[src/rtl/lane_broadcast_if.sv]
// lane_bus_if: array of N_LANES lanes, WIDTH bits each.
// Modport P drives x; modport C reads it.
interface lane_bus_if #(
  parameter int N_LANES = 8,
  parameter int WIDTH   = 1
);
  logic [WIDTH-1:0] x [N_LANES-1:0];

  modport P (output x);
  modport C (input  x);
endinterface

[src/rtl/lane_broadcast.sv]
// lane_broadcast: writes i_a to masked lanes of p.x, either all in one
// cycle (i_mode=0) or one lane per cycle (i_mode=1).
// Ports: i_clk, i_rst_n (sync, active-low), i_valid/o_ready handshake,
// i_a value, i_mask lane enables, i_mode, o_done pulse, p lane bus.
module lane_broadcast #(
  parameter int N_LANES = 8,
  parameter int WIDTH   = 1
) (
  input  logic               i_clk,
  input  logic               i_rst_n,
  input  logic               i_valid,
  output logic               o_ready,
  input  logic [WIDTH-1:0]   i_a,
  input  logic [N_LANES-1:0] i_mask,
  input  logic               i_mode,
  output logic               o_done,
  lane_bus_if.P              p
);

  localparam int IW = $clog2(N_LANES);
  localparam logic [IW-1:0] LAST = IW'(N_LANES - 1);

  typedef enum logic {
    IDLE,
    SERIAL
  } state_t;

  state_t             state;
  logic [IW-1:0]      idx;
  logic [WIDTH-1:0]   data;
  logic [N_LANES-1:0] mask;
  logic               accept;

  // Ready drops during reset so nothing is accepted while held.
  assign o_ready = (state == IDLE) && i_rst_n;
  assign accept  = i_valid && o_ready;

  always_ff @(posedge i_clk) begin
    if (!i_rst_n) begin
      state  <= IDLE;
      idx    <= '0;
      data   <= '0;
      mask   <= '0;
      o_done <= 1'b0;
      for (int k = 0; k < N_LANES; k++) begin
        p.x[k] <= '0;
      end
    end else begin
      o_done <= 1'b0;
      case (state)
        IDLE: begin
          if (accept) begin
            if (!i_mode) begin
              for (int k = 0; k < N_LANES; k++) begin
                if (i_mask[k]) begin
                  p.x[k] <= i_a;
                end
              end
              o_done <= 1'b1;
            end else begin
              data  <= i_a;
              mask  <= i_mask;
              idx   <= '0;
              state <= SERIAL;
            end
          end
        end
        SERIAL: begin
          // Compare against each lane number so a non-power-of-2
          // lane count never indexes past the last lane.
          for (int k = 0; k < N_LANES; k++) begin
            if (idx == IW'(k) && mask[k]) begin
              p.x[k] <= data;
            end
          end
          if (idx == LAST) begin
            state  <= IDLE;
            o_done <= 1'b1;
          end else begin
            idx <= idx + 1'b1;
          end
        end
        default: state <= IDLE;
      endcase
    end
  end

endmodule

[src/flat_wrapper.sv]
// flat-port wrapper written by rule: the top's interface ports become plain ports
module lane_broadcast_flat 
#(
  parameter int N_LANES = 8,
  parameter int WIDTH   = 1
)
  (i_clk, i_rst_n, i_valid, o_ready, i_a, i_mask, i_mode, o_done, p_x);
  lane_bus_if #(.N_LANES(N_LANES), .WIDTH(WIDTH)) p_i ();
  input  logic i_clk;
  input  logic i_rst_n;
  input  logic i_valid;
  output logic o_ready;
  input  logic [WIDTH-1:0] i_a;
  input  logic [N_LANES-1:0] i_mask;
  input  logic i_mode;
  output logic o_done;
  output wire logic [$bits(p_i.x)-1:0] p_x;
  assign p_x = {>>{p_i.x}};
  lane_broadcast #(.N_LANES(N_LANES), .WIDTH(WIDTH)) u_core (.i_clk(i_clk), .i_rst_n(i_rst_n), .i_valid(i_valid), .o_ready(o_ready), .i_a(i_a), .i_mask(i_mask), .i_mode(i_mode), .o_done(o_done), .p(p_i));
endmodule
[config.mk]
export PLATFORM = sky130hd
export DESIGN_NAME = lane_broadcast_flat
export DESIGN_NICKNAME = d
export VERILOG_FILES = /design/src/rtl/lane_broadcast_if.sv /design/src/rtl/lane_broadcast.sv /design/src/flat_wrapper.sv
export SDC_FILE = /design/constraint.sdc
export NUM_CORES = 1
export LEC_CHECK = 0
export CORE_AREA = 2 2 59 61
export CTS_BUF_LIST = sky130_fd_sc_hd__clkbuf_16
export DETAILED_ROUTE_END_ITERATION = 12
export DIE_AREA = 0 0 61 63
export PLACE_DENSITY = 0.62
export SLEW_MARGIN = 20
export SYNTH_ARGS = -nofsm -noshare
export SYNTH_HDL_FRONTEND = slang
export SYNTH_SLANG_ARGS = --single-unit
[constraint.sdc]
create_clock -name i_clk -period 3.75 [get_ports i_clk]
set_input_delay 0.75 -clock i_clk [delete_from_list [all_inputs] [get_ports i_clk]]
set_output_delay 0.75 -clock i_clk [all_outputs]
set_load 0.03 [all_outputs]
==> flow_summary.toml <==
[routing]
routed_wl_mm = 2.434
met3RoutedLength_um = 82
drt_iter0_markers = 18
wl_per_cell_um = 12.74
drt-met1-wl_mm = 1.077
met2_length_mm = 1.259
antenna_left = 0
first_pass_iters = 4
via_count = 943
drc = 0
via_per_inst = 4.937
dr.max_layer_used = "met4"

[floorplan]
io_pins = 23
fp.dieW_um = 61
coreArea_um2 = 3232
num_rows = 21
start_util = 0.3786
die_area_um2 = 3843
die_h_um = 63

[outcome]
status = "complete, no violations"

[global_routing]
antenna_found_initial = 0
grt_pass1_wl_mm = 4.064
grt.total_usage = 0.1402
grt_max_degree = 34
overflow = 0
grt_pass1_vias = 915

[sta]
fin_setup_tns_ns = 0
hold_viol = 0
slew-limit-headroom = 0.6791
finalCritPeriodShare = 0.7405
fin_skew_ns = 0.004158
final.min_clock_period_ns = 2.777
timing.fmax_ghz = 0.3601
slew_violations = 0
worst_pin_slew_ns = 0.4809
finalSetupViolCount = 0
rsz0062_at_grt = "no"

[logic_synthesis]
synth_top_area_frac = 0.3599
netlist_instances = 125
yosysWarnings = 0
ys_ff_latch = 22
yosysUniqueCellTypes = 28
syn-cell-area_um2 = 1224
synth.avg_cell_area_um2 = 9.789
ys_seq_area_frac = 0.3599
synth_nets = 145
synth.area.top_cells = "dfxtp_1 36%, nand2_1 8.3%, ha_1 7.2%"
yosysTopAreaCell = "dfxtp_1"

[clock_network]
clock-sinks = 22
clock_latency_ns = 0.25
htree_num_levels = 1
tritoncts = "done"
clk_pin_slew_worst_paths_ns = 0.06
cts_root_buffer = "clkbuf_16"
cts_buffer_depth = 2
ctsResizeCount = 0
cts_buffers = 3
cts_hold_buf = 0
post_cts_buffers = 0

[power_and_ir_drop]
ir_drop_uv = 155.3
powerDensity_nw_per_um2 = 397.7
power_uw = 625.0
p_leak_nw = 0.6824

[worst_hold_path]
worstHoldPathType = "reg -> reg"

[critical_path]
cp-end-kind = "output port"
setup.worst_path.class = "in -> out"
cpLargestDelayFamily = "buffers and inverters"
crit_chain = "clkdlybuf4s50_1, nor2b_1, clkdlybuf4s50_1"
worstPathMaxFanout = 2
worst-endpoint-arrival_ns = 2.03
cp-start-kind = "input port"
cpPeakStageDelay_ns = 0.68
path_common_cell = "clkdlybuf4s50_1"
cp_slowest_cell = "clkdlybuf4s50_1"
crit_buf_inv = 2
required_ns = 3.00

[job]
drv_cap = 0

[placed_design]
hpwl_mm = 1.689
numPortBuffers = 22
place_congestion = 0.7005

[cells_and_area]
synthToLayoutAreaGrowth_pct = 28.43
fin_nets = 166
n_antenna_cell = 0
layout-drive-gt1-share = 0.1103
where the power goes:
| group | total (mW) | internal, mW | switching, mW |
|---|---|---|---|
| Clock | 0.298 | 0.212 | 0.0862 |
| Combinational | 0.0808 | 0.0393 | 0.0416 |
| Sequential | 0.246 | 0.242 | 0.00419 |
| Total | 0.625 | 0.493 | 0.132 |
per-layer routing:
layer / up-vias / global-route usage
li1: 481 / -
met1: 445 / 0.1774
met3: 2 / 0.01863
met2: 15 / 0.2325
met4: 0 / 0.05707
met5: - / 0
registers in the layout (all words and copies together) (netlist names):
register,cells
u_core.data,1
u_core.idx,3
u_core.mask,8
u_core.o_done,1
u_core.p.x,8
u_core.state,1
cell type report:
class                      instances  area, µm²
multi-input combinational         92      721.9
inverter                           3      11.26
fill                             328       1660
clock buffer                       3      75.07
tap                               46      57.56
timing repair buffer              24      235.2
clock inverter                     1      30.03
sequential                        22      440.4
cells in the final DEF, fill, tap and decap left out:
master,count
and4b_1,5
nor3b_1,1
nand2b_1,1
a21boi_1,4
bufinv_16,1
ha_1,7
and4_1,3
o31ai_1,1
o211ai_1,1
inv_1,3
mux2_2,1
o21a_1,1
dfxtp_1,22
nand4b_4,1
clkdlybuf4s50_1,22
o21bai_4,1
clkbuf_16,3
nor2b_1,8
nand2_1,27
a31o_1,3
and2_1,1
a21boi_0,6
and3_1,2
o22ai_2,7
nor4bb_1,3
buf_4,2
and3b_1,1
mux2i_1,7
synth_stat cells:
master and instances:
a21boi_0 6, a21boi_1 4, a31o_1 3, and2_1 1, and3_1 2, and3b_1 1
and4_1 3, and4b_1 5, buf_2 4, buf_4 2, buf_6 1, clkbuf_1 1
dfxtp_1 22, ha_1 7, inv_1 3, mux2_2 1, mux2i_1 7, nand2_1 27
nand2b_1 1, nand4b_4 1, nor2b_1 8, nor3b_1 1, nor4bb_1 3, o211ai_1 1
o21a_1 1, o21bai_4 1, o22ai_2 7, o31ai_1 1
kinds of logic (layout without fill, tap and decap cells):
logic type,count (synthesis),count (layout),synth area share
flip-flops,22,22,0.3599
multiplexers,8,8,0.06646
adder cells (fa/ha/maj),7,7,0.07157
buffers and inverters,11,31,0.05010
AO/OA/AOI/OAI,24,24,0.1881
AND/OR/NAND/NOR,53,53,0.2638
path summary, 6_finish.rpt:
path / startpoint / end / slack, ns / cells past startpoint
worst max-delay path: i_rst_n / o_ready / 0.97 / 3
worst min-delay path: u_core.mask[6] / u_core.mask[6] / 0.45 / 2
worst max register to register: u_core.state / u_core.idx[2] / 2.15 / 4
worst min register to register: u_core.mask[6] / u_core.mask[6] / 0.45 / 2
per-stage QoR:
| step | utilization | area (µm²) | hold WS (ns) | setup slack (ns) | cells |
|---|---|---|---|---|---|
| floorplan | - | 1224 | 0.4306 | 1.551 | 125 |
| global placement | 0.4537 | 1466 | 0.4391 | 0.9515 | 187 |
| detailed placement | 0.4537 | 1466 | 0.4472 | 0.9578 | 187 |
| CTS | 0.4863 | 1572 | 0.4564 | 0.9578 | 191 |
| global route | 0.4863 | 1572 | 0.4784 | 0.9350 | 191 |
| finish | 0.4863 | 1572 | 0.4521 | 0.9731 | 191 |
worst register-to-register path: cells and delay by family, from the launching register on:
| family | cells | cell delay, ns |
|---|---|---|
| AO/OA/AOI/OAI | 2 | 0.34 |
| buffers and inverters | 1 | 0.24 |
| flip-flops | 1 | 0.31 |
| AND/OR/NAND/NOR | 1 | 0.61 |
Note: power is estimated with default switching activity, not from simulation.
